File: config.mk
export PLATFORM = sky130hd
export DESIGN_NAME = program_loader
export DESIGN_NICKNAME = d
export VERILOG_FILES = /design/src/rtl/program_loader_pkg.sv /design/src/rtl/program_loader_byte_packer.sv /design/src/rtl/program_loader.sv
export SDC_FILE = /design/constraint.sdc
export NUM_CORES = 1
export LEC_CHECK = 0
export BUFFER_PORTS_ARGS = -buffer_cell sky130_fd_sc_hd__buf_2
export CAP_MARGIN = 20
export CORE_ASPECT_RATIO = 1.2
export CORE_MARGIN = 2
export CORE_UTILIZATION = 39
export CTS_CLUSTER_SIZE = 24
export DETAILED_ROUTE_END_ITERATION = 16
export GPL_ROUTABILITY_DRIVEN = 0
export GPL_TIMING_DRIVEN = 0
export SETUP_SLACK_MARGIN = 0.5
export SLEW_MARGIN = 20
export SYNTH_ARGS = -nofsm -noshare
export SYNTH_HDL_FRONTEND = slang
export SYNTH_SLANG_ARGS = --single-unit
File: constraint.sdc
create_clock -name clk -period 5.9 [get_ports clk]
set_input_delay 0.885 -clock clk [delete_from_list [all_inputs] [get_ports clk]]
set_output_delay 0.885 -clock clk [all_outputs]
set_load 0.02 [all_outputs]
File: src/rtl/program_loader_pkg.sv
// Shared definitions for the boot-time program loader: FSM encoding and
// word-packing constants.
package program_loader_pkg;

    typedef enum logic [2:0] {
        IDLE    = 3'd0,
        COLLECT = 3'd1,
        WRITE   = 3'd2,
        GO      = 3'd3,
        DONE    = 3'd4
    } state_t;

    localparam int BYTES_PER_WORD = 4;
    localparam int BYTE_IDX_W     = $clog2(BYTES_PER_WORD);
    localparam int ADDR_STEP      = 4;

endpackage

File: src/rtl/program_loader_byte_packer.sv
// Shift-in register that packs a byte stream MSB first and flags the cycle
// in which the last byte of a word is accepted.
module program_loader_byte_packer
    import program_loader_pkg::*;
#(
    parameter int WIDTH = 32
) (
    input  logic             clk,
    input  logic             reset,
    input  logic             clear,
    input  logic             accept,
    input  logic [7:0]       byte_in,
    output logic [WIDTH-1:0] word_next,
    output logic             word_full
);

    logic [WIDTH-1:0]      word;
    logic [BYTE_IDX_W-1:0] idx;

    // Earlier bytes migrate toward the MSBs as later bytes arrive.
    assign word_next = {word[WIDTH-9:0], byte_in};
    assign word_full = accept && (idx == BYTE_IDX_W'(BYTES_PER_WORD - 1));

    always_ff @(posedge clk) begin
        if (reset) begin
            idx  <= '0;
            word <= '0;
        end else if (clear) begin
            idx  <= '0;
        end else if (accept) begin
            idx  <= idx + 1'b1;
            word <= word_next;
        end
    end

endmodule

File: src/rtl/program_loader.sv
// Boot loader: packs a byte stream into words, writes them to consecutive
// CPU RAM addresses through the prepopulation port, then pulses go_contr.
module program_loader
    import program_loader_pkg::*;
#(
    parameter int WIDTH     = 32,
    parameter int AWIDTH    = 6,
    parameter int CWIDTH    = 16,
    parameter int ADDR_STEP = program_loader_pkg::ADDR_STEP
) (
    input  logic              clk,
    input  logic              reset,
    input  logic              load_start,
    input  logic [WIDTH-1:0]  base_addr,
    input  logic [CWIDTH-1:0] word_count,
    input  logic [7:0]        byte_in,
    input  logic              byte_valid,
    output logic              byte_ready,
    output logic [WIDTH-1:0]  addrIn,
    output logic [WIDTH-1:0]  dataTemp,
    output logic              wrIn,
    output logic              go_contr,
    output logic              busy,
    output logic              done,
    output logic              err
);

    localparam int unsigned MAX_WORDS = 2 ** AWIDTH;

    state_t            state;
    state_t            state_next;
    logic [WIDTH-1:0]  addr_reg;
    logic [CWIDTH-1:0] remaining;
    logic              accept;
    logic              word_full;
    logic [WIDTH-1:0]  word_next;
    logic              req_seen;
    logic              req_oversize;
    logic              req_launch;

    // Requests are only honoured while not busy; everything else is dropped silently.
    assign req_seen     = load_start && ((state == IDLE) || (state == DONE));
    assign req_oversize = 32'(word_count) > MAX_WORDS;
    assign req_launch   = req_seen && !req_oversize;
    assign accept       = byte_valid && byte_ready;

    program_loader_byte_packer #(
        .WIDTH (WIDTH)
    ) u_packer (
        .clk       (clk),
        .reset     (reset),
        .clear     (req_launch),
        .accept    (accept),
        .byte_in   (byte_in),
        .word_next (word_next),
        .word_full (word_full)
    );

    always_ff @(posedge clk) begin
        if (reset) begin
            state <= IDLE;
        end else begin
            state <= state_next;
        end
    end

    always_comb begin
        state_next = state;
        byte_ready = 1'b0;
        busy       = 1'b0;
        done       = 1'b0;
        go_contr   = 1'b0;
        case (state)
            IDLE, DONE: begin
                done = (state == DONE);
                if (req_launch) begin
                    state_next = (word_count == '0) ? GO : COLLECT;
                end
            end
            COLLECT: begin
                busy       = 1'b1;
                byte_ready = 1'b1;
                if (word_full) begin
                    state_next = WRITE;
                end
            end
            WRITE: begin
                busy       = 1'b1;
                state_next = (remaining == CWIDTH'(1)) ? GO : COLLECT;
            end
            GO: begin
                busy       = 1'b1;
                go_contr   = 1'b1;
                state_next = DONE;
            end
            default: state_next = IDLE;
        endcase
    end

    // The RAM port is fully registered: address and data are captured on the
    // same edge that raises wrIn, so all three are stable across WRITE.
    always_ff @(posedge clk) begin
        if (reset) begin
            addr_reg  <= '0;
            remaining <= '0;
            addrIn    <= '0;
            dataTemp  <= '0;
            wrIn      <= 1'b0;
            err       <= 1'b0;
        end else begin
            wrIn <= (state_next == WRITE);
            err  <= req_seen && req_oversize;
            if (req_launch) begin
                addr_reg  <= base_addr;
                remaining <= word_count;
            end
            if (state == WRITE) begin
                addr_reg  <= addr_reg + WIDTH'(ADDR_STEP);
                remaining <= remaining - 1'b1;
            end
            if (state_next == WRITE) begin
                addrIn   <= addr_reg;
                dataTemp <= word_next;
            end
        end
    end

endmodule

==> impl_results.md <==
* Placed Cells at 1098
* DP Worst Slack at 2940 ps
* Setup bufs post-CTS at 0
* Vias in the first global route at 5567
* Final hold slack at 450 ps
* DR vias at 5933
* Tightest Pin Transition at 943 ps
* Yosys top cell by area: dfxtp_1
* Die height at 140 um
* Grt ovf at 0
* Yosys warns at 0
* Final Instance Count excl. Fillers at 1128
* Total leakage power at 2.82 nW
* Top cell type's share of synthesized area at 47.9%
* Post-synth EDFFs at 0
* Post-cts resize count at 0
* Status: finished clean
* Drt drc at 0
* Fin crit share at 46.6%
* Final WL at 17.8 mm
* Cells after Synth at 765
* Post-Syn Nets at 829
* RSZ-0062 raised after global routing: no
* CP Launch Type: flop
* Final min period at 2750 ps
* Clock tree root driver cell: clkbuf_16
* Max Fclk at 363 MHz
* Max VDD drop at 0.144 mV
* Async SR Flop Fraction at 0%
* Diode count at 0
* Clock-pin transition on the worst setup and hold timing paths at 50 ps
* Count of cell types in the netlist at 51
* Synth Register Bits at 143
* Clk_lat worst skew at 430 ps
* Register area share after synthesis at 47.9%
* Final setup fails at 0
* H-tree lvl count at 4
* Total CTS buffers at 17
* Fin. Hold Viols at 0
* Num rows at 49
* Peak per-stage delay on the critical path at 440 ps
* Post-DR wirelength/cell at 15.8 um
* Clock skew at 10.6 ps
* Total GRT Usage at 21.8%
* Initial cell density of the core at 39.8%
* Die area at 16300 um^2
* Largest net degree at the start of global routing at 17
* Die X-Extent at 117 um
* Core Area at 15000 um^2
* Initial antenna violation count at 0
* Avg Inst Size Synth at 7.82 um^2
* Detail Placement HPWL at 13.1 mm
* Worst Path Required at 5020 ps
* CTS tree: yes
* Pre-antenna DRT Iters at 6
* Count leader, synth: nand2_1
* Top post-synthesis cells by area: dfxtp_1 48%, nand2_1 14%, a21oi_1 11%, nand3_1 3.3%, clkbuf_1 2.6%
* Area grow syn2layout at 24.1%
* CP Max Fanout at 9
* Setup TNS at 0 ps
* PortBufs at 129
* Hold Path Class: flop to flop
* NumNets Final at 977
* Pwr/cell area at 271 nW/um^2
* Max_slew headroom at 36.7%
* Fillers at 1564
* Drt initial violations at 441
* Sink Count at 143
* First-pass GRT wire length at 27.7 mm
* Antenna viol nets, final at 0
* Number of primary I/O pins at 130
* CTS Hold Bufs at 0
* Post-Syn Area at 5980 um^2
* Worst reg2reg setup slack at 3460 ps
* Layout cells sized above 1 at 18.6%
* Setup WS post-layout at 3150 ps
* Detail-routed via count per cell at 5.26
* Maximum root-to-sink buffer count at 2
* Max Cap Violations at 0
* Worst path cell trace: nor2b_1 > clkbuf_1 > and2_1 > buf_2
* Synth top cells by count: 216 x nand2_1, 143 x dfxtp_1, 132 x a21oi_1
* Crit path max-delay cell type: dfxtp_1
* WP data arrival at 1870 ps
* Final Max Slew Viols at 0
* Crit Path Class: flop to output pin
* Ys flop type: dfxtp_1
* Crit end category: output pin
[kinds of logic after synthesis]
family | synth area share, %
fa+ha+maj | 0.837
xor+xnor | 0.293
compound gates | 18.6
simple gates | 27.8
mux | 0.502
buf+inv | 4.16
flops | 47.9
[report_power, final]
| group | switching (mW) | internal [mW] | total (mW) |
|---|---|---|---|
| Sequential | 0.000248 | 0.966 | 0.967 |
| Clock | 0.393 | 0.604 | 0.997 |
| Combinational | 0.0328 | 0.0186 | 0.0514 |
[layer usage]
| layer | part of all wire [%] | vias up | GRT usage [%] |
|---|---|---|---|
| li1 | - | 2982 | - |
| met4 | 2.8 | 0 | 9.04 |
| met1 | 44 | 2731 | 27.7 |
| met3 | 5.9 | 34 | 4.18 |
| met5 | 0 | - | 0 |
| met2 | 48 | 186 | 35.8 |
[final cells by class]
| type | instances | area [um^2] | share of cell area (%) |
|---|---|---|---|
| Multi-Input combinational cell | 561 | 2870 | 38.7 |
| Sequential cell | 143 | 2860 | 38.6 |
| Timing Repair Buffer | 129 | 646 | 8.70 |
| Clock buffer | 23 | 478 | 6.44 |
| Tap cell | 204 | 255 | 3.44 |
| Buffer | 52 | 215 | 2.90 |
| Clock inverter | 7 | 62.6 | 0.843 |
| Inverter | 9 | 33.8 | 0.455 |
[final timing paths]
| kind | from | to | cells after the start |
|---|---|---|---|
| setup / recovery | state[1] | go_contr | 4 |
| hold / removal | dataTemp[19] | dataTemp[19] | 2 |
| hold reg to reg | dataTemp[19] | dataTemp[19] | 2 |
| setup reg to reg | addr_reg[4] | addr_reg[24] | 6 |
[placed cells by master, fill, tap and decap left out, drive strengths merged, types with 2 or more instances in the layout]
cell type | synthesis | routed
and4 | 4 | 4
a311oi | 2 | 2
nand3 | 40 | 40
or2 | 3 | 3
o21ai | 7 | 7
or4 | 5 | 5
o311ai | 5 | 5
a21oi | 132 | 132
inv | 9 | 9
nand4b | 2 | 2
nor4 | 11 | 11
nor3b | 2 | 2
nor3 | 8 | 8
mux2i | 3 | 3
or3 | 6 | 6
ha | 4 | 4
o211ai | 4 | 4
nor2b | 2 | 2
clkinv | 0 | 5
o21a | 3 | 3
a211oi | 3 | 3
buf | 11 | 140
nand2 | 216 | 216
a31oi | 14 | 14
a2bb2oi | 10 | 10
nor2 | 28 | 28
nand4 | 16 | 16
and2 | 7 | 7
clkbuf | 41 | 64
a41oi | 4 | 4
and3 | 6 | 6
dfxtp | 143 | 143
[critical path, delay by kind of cell, from the launching register on]
kind / cells / cell delay (ps)
buffers and inverters: 2 / 570
flip-flops: 1 / 440
AND/OR/NAND/NOR: 2 / 430
[through the flow]
| step | util (%) | total power, mW | instance area [um^2] |
|---|---|---|---|
| floorplan | - | 1.00 | 5980 |
| global placement | 45.8 | 1.04 | 6880 |
| detailed placement | 45.8 | 1.04 | 6880 |
| CTS | 49.4 | 2.03 | 7420 |
| global route | 49.4 | 2.07 | 7420 |
| finish | 49.4 | 2.02 | 7420 |
Note: power is estimated with default switching activity, not from simulation.
